$ cat src/rtl/c3lib_rstsync_pkg.sv
// Shared types and sizing helpers for the c3lib reset synchronizer/sequencer.
// Optional scan support in the top is controlled by C3LIB_RSTSYNC_SCAN_EN.
package c3lib_rstsync_pkg;

    localparam int SYNC_STAGES_MIN = 2;
    localparam int SYNC_STAGES_MAX = 4;

    typedef enum logic [2:0] {
        RESET = 3'd0,
        HOLD  = 3'd1,
        RUN   = 3'd2,
        SOFT  = 3'd3,
        ACK   = 3'd4
    } state_t;

    function automatic int cnt_width(input int hold_cycles);
        int w;
        w = $clog2(hold_cycles);
        return (w < 1) ? 1 : w;
    endfunction

endpackage

$ cat src/rtl/c3lib_rstsync_chain.sv
// De-assertion synchronizer: SYNC_STAGES flops shifting in tie-high, all
// cleared asynchronously by rst_n.
module c3lib_rstsync_chain
    import c3lib_rstsync_pkg::*;
#(
    parameter int SYNC_STAGES = 3
) (
    input  logic clk,
    input  logic rst_n,
    output logic sync_q
);

    if (SYNC_STAGES < SYNC_STAGES_MIN || SYNC_STAGES > SYNC_STAGES_MAX) begin : g_bad_stages
        $error("c3lib_rstsync_chain: SYNC_STAGES out of range");
    end

    logic                   tieh;
    logic [SYNC_STAGES-1:0] chain_q;

    c3lib_tieh_lcell u_tieh (
        .tieh (tieh)
    );

    always_ff @(posedge clk or negedge rst_n) begin
        if (!rst_n) chain_q <= '0;
        else        chain_q <= {chain_q[SYNC_STAGES-2:0], tieh};
    end

    assign sync_q = chain_q[SYNC_STAGES-1];

endmodule

$ cat src/rtl/c3lib_tieh_lcell.sv
// Behavioural model of the library tie-high leaf cell.
module c3lib_tieh_lcell (
    output logic tieh
);

    assign tieh = 1'b1;

endmodule

$ cat src/rtl/c3lib_rstsync_seq.sv
// Reset synchronizer and sequencer with a 4-phase soft-reset handshake.
// Define C3LIB_RSTSYNC_SCAN_EN to add scan_mode bypass of rst_n_out.
module c3lib_rstsync_seq
    import c3lib_rstsync_pkg::*;
#(
    parameter int SYNC_STAGES = 3,
    parameter int HOLD_CYCLES = 16
) (
    input  logic clk,
    input  logic rst_n,
`ifdef C3LIB_RSTSYNC_SCAN_EN
    input  logic scan_mode,
`endif
    input  logic soft_rst_req,
    output logic rst_n_out,
    output logic rst_done,
    output logic soft_rst_ack
);

    if (HOLD_CYCLES < 1) begin : g_bad_hold
        $error("c3lib_rstsync_seq: HOLD_CYCLES must be >= 1");
    end

    localparam int             CNT_W    = cnt_width(HOLD_CYCLES);
    localparam logic [CNT_W-1:0] CNT_LAST = CNT_W'(HOLD_CYCLES - 1);

    logic             sync_q;
    state_t           state_q, state_d;
    logic [CNT_W-1:0] cnt_q, cnt_d;
    logic             out_q, out_d;
    logic             done_q, done_d;
    logic             ack_q, ack_d;

    c3lib_rstsync_chain #(
        .SYNC_STAGES (SYNC_STAGES)
    ) u_chain (
        .clk    (clk),
        .rst_n  (rst_n),
        .sync_q (sync_q)
    );

    always_ff @(posedge clk or negedge rst_n) begin
        if (!rst_n) begin
            state_q <= RESET;
            cnt_q   <= '0;
            out_q   <= 1'b0;
            done_q  <= 1'b0;
            ack_q   <= 1'b0;
        end else begin
            state_q <= state_d;
            cnt_q   <= cnt_d;
            out_q   <= out_d;
            done_q  <= done_d;
            ack_q   <= ack_d;
        end
    end

    always_comb begin
        state_d = state_q;
        case (state_q)
            RESET: if (sync_q)              state_d = HOLD;
            HOLD:  if (cnt_q == CNT_LAST)   state_d = RUN;
            RUN:   if (soft_rst_req)        state_d = SOFT;
            SOFT:  if (cnt_q == CNT_LAST)   state_d = ACK;
            ACK:   if (!soft_rst_req)       state_d = RUN;
            default:                        state_d = RESET;
        endcase

        // Counter restarts on every state entry and saturates rather than wraps.
        cnt_d = cnt_q;
        if (state_d != state_q)
            cnt_d = '0;
        else if ((state_q == HOLD || state_q == SOFT) && cnt_q != CNT_LAST)
            cnt_d = cnt_q + CNT_W'(1);
    end

    always_comb begin
        out_d  = (state_d == RUN) || (state_d == ACK);
        done_d = done_q || (state_d == RUN);
        ack_d  = (state_d == ACK);
    end

`ifdef C3LIB_RSTSYNC_SCAN_EN
    assign rst_n_out    = scan_mode ? rst_n : out_q;
    assign rst_done     = done_q & ~scan_mode;
    assign soft_rst_ack = ack_q & ~scan_mode;
`else
    assign rst_n_out    = out_q;
    assign rst_done     = done_q;
    assign soft_rst_ack = ack_q;
`endif

endmodule

$ cat config.mk
export PLATFORM = sky130hd
export DESIGN_NAME = c3lib_rstsync_seq
export DESIGN_NICKNAME = d
export VERILOG_FILES = /design/src/rtl/c3lib_rstsync_pkg.sv /design/src/rtl/c3lib_rstsync_chain.sv /design/src/rtl/c3lib_tieh_lcell.sv /design/src/rtl/c3lib_rstsync_seq.sv
export SDC_FILE = /design/constraint.sdc
export NUM_CORES = 1
export LEC_CHECK = 0
export ABC_CLOCK_PERIOD_IN_PS = 1360
export BUFFER_PORTS_ARGS = -buffer_cell sky130_fd_sc_hd__buf_2
export CAP_MARGIN = 30
export CORE_MARGIN = 3
export CORE_UTILIZATION = 35
export CTS_CLUSTER_SIZE = 28
export DETAILED_ROUTE_END_ITERATION = 7
export PLACE_DENSITY = 0.66
export SLEW_MARGIN = 20
export SYNTH_ARGS = -nofsm -noshare
export SYNTH_HDL_FRONTEND = slang
export SYNTH_HIERARCHICAL = 1
export SYNTH_SLANG_ARGS = --single-unit
$ cat constraint.sdc
create_clock -name clk -period 1.36 [get_ports clk]
set_clock_uncertainty 0.15 [all_clocks]
set_input_delay 0.068 -clock clk [delete_from_list [all_inputs] [get_ports clk]]
set_output_delay 0.068 -clock clk [all_outputs]
set_load 0.05 [all_outputs]
==> results of run 1 <==
==> cell families after synthesis <==
group,count (synthesis),synth area share (%)
other,1,0.596
multiplexers,1,1.79
flip-flops,13,51.7
AO/OA/AOI/OAI,19,21.7
buffers and inverters,6,4.37
adder cells (fa/ha/maj),1,1.99
AND/OR/NAND/NOR,19,17.9
==> through the flow <==
stage	total power (W)	TNS [ns]	hold WS, ns	setup slack (ns)
2_1_floorplan	0.00115	0	-0.378	0.0121
5_1_grt	0.00180	-0.0888	0.0798	-0.0313
4_1_cts	0.00164	0	0.0506	0.000479
6_report	0.00170	-0.00857	0.0429	-0.00857
3_3_place_gp	0.00133	-0.00637	-0.185	-0.00637
3_5_place_dp	0.00136	-0.0206	-0.181	-0.0206
==> placed cells by master (no fill, tap or decap), types with 3 or more instances in the layout <==
cell	n
o21ai_0	4
buf_4	5
buf_2	4
nand2b_1	3
dfrtp_1	13
o21ai_2	3
nand3_1	4
inv_1	4
clkbuf_4	3
a21oi_1	5
==> power groups by stage <==
stage	logic, W	registers (W)	clock network [W]
floorplan	0.000483	0.000667	0
CTS	0.000793	0.000601	0.000248
global route	0.000920	0.000621	0.000263
finish	0.000856	0.000603	0.000238
detailed placement	0.000761	0.000596	0
global placement	0.000745	0.000589	0
==> sequential cells by signal, summed over array words and instances (netlist names) <==
register / cells
u_chain/chain_q: 3
cnt_q: 4
rst_done: 1
state_q: 3
soft_rst_ack: 1
rst_n_out: 1
==> synthesized netlist by cell type <==
cell      count
mux2_2        1
a311o_1       1
o21a_1        1
o21ai_2       2
or2_4         1
nand2_1       2
a21oi_1       5
inv_1         4
nor3b_1       2
nor2_1        3
buf_2         1
conb_1        1
a211oi_1      1
buf_4         1
a32oi_1       1
nand3_2       1
nand2b_1      5
o22ai_1       1
a31oi_4       1
ha_1          1
dfrtp_1      13
o21ai_0       5
a21o_1        1
and2b_2       1
nand3_1       4
==> repair_timing <==
| action | 4_1_cts | 5_1_grt |
|---|---|---|
| hold buffers | 2 | 0 |
| endpoints found under the hold margin | 15 | 0 |
| gates resized for setup | 2 | 9 |
| pin swaps | 1 | 4 |
| endpoints found under the setup margin | 2 | 4 |
| setup buffers | 0 | 0 |
==> cell type report <==
| type | instances | share of cell area (%) |
|---|---|---|
| inverter | 4 | 1.83 |
| multi-input combinational | 41 | 40.5 |
| timing repair buffer | 12 | 11.1 |
| clock buffer | 4 | 3.20 |
| sequential | 13 | 39.6 |
| tap | 24 | 3.66 |
==> routing by layer <==
layer	part of all wire, %	vias to the layer above
met1	46	231
li1	-	240
met5	0	-
met2	50	10
met4	0	0
met3	4.0	0
==> critical path, stage by stage (launching register included) <==
cell and delay (ns):
dfrtp_1 0.43, nand2b_4 0.16, a32oi_2 0.10, or2_4 0.31
a31oi_4 0.15
==> path summary, 6_finish.rpt <==
check	start	end	slack, ns	depth (start not counted)
max in group asynchronous	rst_n	rst_done	0.79	2
min in group clk	soft_rst_req	soft_rst_ack	0.19	3
hold / removal	rst_n	state_q[0]	0.04	2
setup / recovery	state_q[2]	cnt_q[2]	-0.009	4
setup reg to reg	state_q[2]	cnt_q[2]	-0.009	4
hold reg to reg	u_chain/chain_q[0]	u_chain/chain_q[1]	0.21	0
==> run_results.csv, run 1 <==
group,metric,value,unit
status,outcome,"finished with violations",
status,violations,"negative setup slack",
drt,drtPass1Iterations,4,
logic_synthesis,ys_warn_count,6,
die,die_area,2340,sq um
logic_synthesis,syn_area_per_cell,10.5,sq um
critical_path,critPathArrivalTime,1.42,ns
logic_synthesis,yosysTopAreaCellShare,51.7,%
clock_network,insertion_delay,0.27,ns
logic_synthesis,syn_nets,64,
die,die_h,48.4,um
sta,period_minus_slack,1.37,ns
flow_run,maxCapViolCount,0,
critical_path,start_kind,"flop",
logic_synthesis,netlist_top_cells_area,"dfrtp_1 52%, nand2b_1 5.0%, a21oi_1 4.0%, o21ai_0 4.0%, a31oi_4 3.4%",
die,num_rows,14,
cells_and_area,final_cells,98,
clock_network,cts_tree,"done",
cells_and_area,nets,79,
grt,grt_max_degree,14,
die,io_pins,6,
place,finalWeightedCongestion,0.777,
clock_network,clkSinkCount,13,
pwr,power.internal,0.000999,W
logic_synthesis,synth_area,629,sq um
cells_and_area,seq_area,325,sq um
grt,grt_usage,10.2,%
pwr,combPwrFrac,50.4,%
logic_synthesis,ys_types,25,
clock_network,cts-root-buf,"clkbuf_4",
die,core_area,1590,sq um
drt,via_per_inst,4.91,
logic_synthesis,ys_seq_area_share,51.7,%
pwr,sw_frac_of_total,41.1,%
critical_path,critPathMaxFanout,5,
place,io_buffers,5,
clock_network,h-tree-depth,1,
cells_and_area,drive_above_1_share,37.8,%
sta,period_share,101,%
sta,setup_viol,1,
sta,setup_ws,-0.00857,ns
clock_network,clkSlewWorstSetupHoldPaths,0.08,ns
cells_and_area,area_delta_synth_final,30.4,%
cells_and_area,diodes,0,
sta,slew_violations,0,
die,initial_utilization,39.5,%
place,dp.cells,93,
cells_and_area,fillers,139,
critical_path,setup.worst_path.class,"reg -> reg",
place,detailed_place.area,727,sq um
cells_and_area,finish.utilization,51.5,%
logic_synthesis,yosysTopAreaCell,"dfrtp_1",
critical_path,required,1.41,ns
grt,grt.met2_usage,15.8,%
clock_network,cts_max_path_buffers,2,
pwr,power_density,2070,nW/um^2
grt,grt_pass1_vias,452,
drt,routedWlPerCell,12.4,um
place,dp.final_hpwl,803,um
grt,grt_pass1_wl,1.85,mm
pwr,p_clk_share,14.0,%
critical_path,cp-end-kind,"flop",
drt,drt-total-wl,1.21,mm
pwr,power.leakage,0.365,nW
sta,rsz0062_at_grt,"true",
drt,drc,0,
grt,use_met1,12.9,%
drt,ant_nets,0,
drt,vias,481,
sta,finalHoldViolations,0,
min_path,min_path_type,"in -> async",
drt,drtIter0Drc,8,
pwr,power_switching,0.000698,W
cells_and_area,final_area,821,sq um
logic_synthesis,ys_ff_latch,13,
cells_and_area,multi_input_area,333,sq um
grt,antenna_found_initial,0,
die,die_x,48.4,um
pwr,peakVddDrop,0.886,mV
logic_synthesis,synth_cells,60,
grt,grt.overflow.total,0,
pwr,p_seq_share,35.6,%
grt,grt_use_met3,3.68,%
clock_network,numCtsBuffers,3,
grt,grt.busiest_layer,"met2",
sta,clock.fmax,731,MHz
Power figures use the tool's default switching activity.
==> run 2, diff against run 1 <==
--- a/config.mk
+++ b/config.mk
@@ -12,7 +12,7 @@
 export CORE_UTILIZATION = 35
 export CTS_CLUSTER_SIZE = 28
 export DETAILED_ROUTE_END_ITERATION = 7
-export PLACE_DENSITY = 0.66
+export PLACE_DENSITY = 0.61
 export SLEW_MARGIN = 20
 export SYNTH_ARGS = -nofsm -noshare
 export SYNTH_HDL_FRONTEND = slang
==> run_results.csv, run 2 (synthesis results as in run 1) <==
group,metric,value,unit
clock_network,cts_max_path_buffers,2,
die,die_x,48.4,um
sta,setup_ws,-0.00385,ns
cells_and_area,diodes,0,
cells_and_area,final_cells,101,
die,num_rows,14,
drt,drt-total-wl,1.28,mm
cells_and_area,multi_input_area,337,sq um
cells_and_area,largest_reg_flops,4,
place,dp.cells,93,
clock_network,insertion_delay,0.28,ns
cells_and_area,fillers,146,
flow_run,maxCapViolCount,0,
sta,period_minus_slack,1.36,ns
critical_path,critPathMaxStageDelay,0.42,ns
grt,grt_max_degree,14,
clock_network,clkSlewWorstSetupHoldPaths,0.08,ns
clock_network,h-tree-depth,1,
critical_path,setup.worst_path.class,"reg -> reg",
sta,finalHoldViolations,0,
critical_path,critPathArrivalTime,1.38,ns
clock_network,cts_tree,"done",
sta,clock.fmax,733,MHz
cells_and_area,drive_above_1_share,42.9,%
drt,ant_nets,0,
place,dp.final_hpwl,777,um
status,violations,"negative setup slack",
pwr,peakVddDrop,0.967,mV
drt,drc,0,
drt,wl_met3,60,um
cells_and_area,final_cell_mix,"11 x dfrtp_1, 9 x buf_4",
cells_and_area,finish.utilization,53.1,%
grt,grt_pass1_wl,1.97,mm
clock_network,numCtsBuffers,3,
drt,routed.top_layer,"met4",
critical_path,cp-end-kind,"flop",
critical_path,cp_num_cells,4,
sta,setup_viol,1,
sta,period_share,100,%
drt,wl_met1,558,um
clock_network,clkSinkCount,13,
critical_path,start_kind,"flop",
place,finalWeightedCongestion,0.814,
grt,grt_usage,11.3,%
die,die_h,48.4,um
cells_and_area,nets,82,
drt,wl_met2,585,um
cells_and_area,layout_commonest_cell,"dfrtp_1",
sta,rsz0062_at_grt,"true",
drt,drtPass1Iterations,4,
critical_path,required,1.38,ns
status,outcome,"finished with violations",
die,die_area,2340,sq um
critical_path,cp_num_buf_inv,0,
critical_path,reg2regPathDepth,4,
cells_and_area,seq_area,328,sq um
critical_path,worst_path_max_delay_cell,"dfrtp_1",
critical_path,crit_chain,"ha_4 > nand3_4 > nor2_1 > a311o_1",
critical_path,critPathMaxFanout,4,
die,initial_utilization,39.5,%
pwr,power_density,2030,nW/um^2
place,io_buffers,5,
grt,grt.overflow.total,0,
critical_path,path_delay_family,"flip-flops",
pwr,power.leakage,0.388,nW
grt,grt_pass1_vias,439,
clock_network,cts-root-buf,"clkbuf_4",
cells_and_area,area_delta_synth_final,34.4,%
die,io_pins,6,
die,core_area,1590,sq um
drt,via_per_inst,4.82,
drt,vias,487,
grt,antenna_found_initial,0,
cells_and_area,reg_top3,"cnt_q x4, state_q x3, u_chain/chain_q x3",
min_path,min_path_type,"in -> async",
sta,setup_tns,-0.00385,ns
drt,drtIter0Drc,4,
sta,slew_violations,0,
drt,routedWlPerCell,12.6,um
cells_and_area,largest-register,"cnt_q",
run 2: worst paths after layout:
kind,to,from,slack [ns]
hold reg to reg,u_chain/chain_q[2],u_chain/chain_q[1],0.20
hold / removal,state_q[0],rst_n,0.05
setup / recovery,rst_done,cnt_q[1],-0.004
min in group clk,u_chain/chain_q[2],u_chain/chain_q[1],0.20
max in group asynchronous,state_q[1],rst_n,0.76
setup reg to reg,rst_done,cnt_q[1],-0.004
run 2: metrics by stage:
step | setup WS, ns | total power [W] | instance area [sq um] | hold WS, ns
6_report | -0.00385 | 0.00172 | 846 | 0.0499
5_1_grt | -0.0666 | 0.00186 | 846 | 0.0705
4_1_cts | -0.00243 | 0.00163 | 783 | 0.0519
3_5_place_dp | -0.0188 | 0.00137 | 727 | -0.180
3_3_place_gp | -0.0272 | 0.00137 | 727 | -0.181
2_1_floorplan | 0.0121 | 0.00115 | 639 | -0.378
run 2: power breakdown:
part           leakage, nW  switching (W)  internal, W  total [W]
sequential           0.152       0.000107     0.000499   0.000607
clock               0.0150       0.000119     0.000114   0.000233
combinational        0.221       0.000452     0.000428   0.000880
total                0.388       0.000679      0.00104    0.00172
run 2: per-layer routing:
metal	track usage, %	up-vias
li1	-	241
met1	14.2	228
met2	15.1	10
met3	6.13	8
met4	6.16	0
met5	0	-
run 2: layout make-up:
| type | instances | share of cell area [%] |
|---|---|---|
| flip-flops and latches | 13 | 38.8 |
| multi-input cells | 41 | 39.8 |
| inverters | 4 | 1.78 |
| repair buffers | 15 | 13.0 |
| well taps | 24 | 3.55 |
| clock buffers | 4 | 3.11 |
run 2: timing repair:
item | in CTS | in global routing
pin swaps | 2 | 8
buffers inserted | 0 | 3
endpoints found under the setup margin | 3 | 9
hold buffers | 2 | 0
hold endpoints to repair | 14 | 0
gates resized for setup | 4 | 9
gates cloned | 0 | 0
==> run 3, diff against run 2 <==
--- a/config.mk
+++ b/config.mk
@@ -10,9 +10,10 @@
 export CAP_MARGIN = 30
 export CORE_MARGIN = 3
 export CORE_UTILIZATION = 35
-export CTS_CLUSTER_SIZE = 28
+export CTS_BUF_LIST = sky130_fd_sc_hd__clkbuf_4
 export DETAILED_ROUTE_END_ITERATION = 7
 export PLACE_DENSITY = 0.61
+export REMOVE_ABC_BUFFERS = 1
 export SLEW_MARGIN = 20
 export SYNTH_ARGS = -nofsm -noshare
 export SYNTH_HDL_FRONTEND = slang
==> run_results.csv, run 3 (synthesis results as in run 1) <==
group,metric,value,unit
status,outcome,"complete, no violations",
die,io_pins,6,
clock_network,numCtsBuffers,3,
cells_and_area,fillers,144,
critical_path,cp-end-kind,"flop",
cells_and_area,final_area,863,sq um
drt,drtIter0Drc,11,
clock_network,cts_max_path_buffers,2,
sta,setup_viol,0,
cells_and_area,diodes,0,
cells_and_area,reg_top3,"cnt_q x4, state_q x3, u_chain/chain_q x3",
place,finalWeightedCongestion,0.791,
drt,routedWlPerCell,12.1,um
pwr,sw_frac_of_total,39.7,%
critical_path,critPathMaxFanout,8,
cells_and_area,area_delta_synth_final,37.2,%
critical_path,start_kind,"flop",
sta,period_share,99.4,%
drt,drc,0,
drt,vias,489,
clock_network,insertion_delay,0.27,ns
min_path,min_path_type,"in -> async",
pwr,peakVddDrop,0.826,mV
place,dp.final_hpwl,832,um
place,detailed_place.area,732,sq um
grt,grt_pass1_vias,479,
sta,finalHoldViolations,0,
sta,slew_violations,0,
die,die_x,48.4,um
clock_network,h-tree-depth,1,
grt,grt_pass1_wl,2.26,mm
die,core_area,1590,sq um
cells_and_area,nets,85,
cells_and_area,final_cells,104,
grt,antenna_found_initial,0,
sta,setup_tns,0,ns
cells_and_area,layout_commonest_cell,"dfrtp_1",
critical_path,critPathArrivalTime,1.35,ns
drt,drtPass1Iterations,4,
drt,ant_nets,0,
flow_run,maxCapViolCount,0,
place,io_buffers,5,
sta,clock.fmax,740,MHz
clock_network,clkSinkCount,13,
die,die_h,48.4,um
die,num_rows,14,
pwr,power.internal,0.00108,W
pwr,power_density,2070,nW/um^2
cells_and_area,largest-register,"cnt_q",
critical_path,required,1.36,ns
cells_and_area,final_cell_mix,"12 x dfrtp_1, 11 x buf_4",
critical_path,rrSetupSlack,0.009,ns
grt,grt_max_degree,14,
pwr,total_power,0.00178,W
clock_network,clkSlewWorstSetupHoldPaths,0.08,ns
sta,rsz0062_at_grt,"true",
clock_network,cts_tree,"done",
pwr,power_switching,0.000707,W
clock_network,cts-root-buf,"clkbuf_4",
die,initial_utilization,39.5,%
critical_path,reg2regPathDepth,4,
critical_path,setup.worst_path.class,"reg -> reg",
pwr,power.leakage,0.384,nW
grt,grt.overflow.total,0,
drt,via_per_inst,4.70,
pwr,p_seq_share,33.2,%
cells_and_area,largest_reg_flops,4,
sta,holdWs,0.0594,ns
sta,period_minus_slack,1.35,ns
place,dp.cells,95,
pwr,combPwrFrac,53.9,%
grt,grt_usage,12.9,%
pwr,p_clk_share,12.9,%
die,die_area,2340,sq um
drt,drt-total-wl,1.26,mm
cells_and_area,drive_above_1_share,45.0,%
-- run 3: area by class of cell --
class,instances,area [sq um],share of cell area (%)
flip-flops and latches,13,327,37.8
inverters,4,15.0,1.74
clock inverters,1,5.00,0.580
clock buffers,3,22.5,2.61
multi-input cells,41,334,38.7
well taps,24,30.0,3.48
repair buffers,18,130,15.1
-- run 3: what timing repair did --
action / 4_1_cts / 5_1_grt
setup endpoints to repair: 5 / 8
gates resized for setup: 4 / 11
hold buffers: 2 / 0
setup buffers: 1 / 2
cloned: 0 / 0
pin swaps: 3 / 5
hold endpoints to repair: 15 / 0
-- run 3: layer usage --
metal / global-route usage [%] / wire (um)
met1: 15.7 / 607
met2: 20.4 / 587
met3: 5.52 / 50
met4: 4.27 / 13
met5: 0 / 0
-- run 3: through the flow --
step / util (%) / setup slack, ns
2_1_floorplan: - / -0.0515
3_3_place_gp: 45.9 / -0.0442
3_5_place_dp: 45.9 / -0.0880
4_1_cts: 50.5 / -0.0166
5_1_grt: 54.2 / -0.0453
6_report: 54.2 / 0.00881
-- run 3: worst max-delay path, stage by stage, from the launching register on --
cell,delay (ns)
dfrtp_2,0.47
nand2b_4,0.17
a32oi_2,0.18
or2_4,0.19
a31oi_4,0.07
-- run 3: power groups by stage --
stage                     combinational, W  clock [W]  sequential (W)
after floorplan                   0.000433          0        0.000682
after global placement            0.000814          0        0.000570
after detailed placement          0.000830          0        0.000571
after CTS                         0.000855   0.000245        0.000569
after global routing               0.00106   0.000255        0.000611
final                             0.000961   0.000230        0.000593
-- run 3: worst paths after layout --
kind | start | to
min in group clk | u_chain/chain_q[0] | u_chain/chain_q[1]
worst min-delay path | rst_n | rst_n_out
max in group asynchronous | rst_n | state_q[2]
worst max register to register | state_q[2] | cnt_q[2]
worst max-delay path | state_q[2] | cnt_q[2]
worst min register to register | u_chain/chain_q[0] | u_chain/chain_q[1]
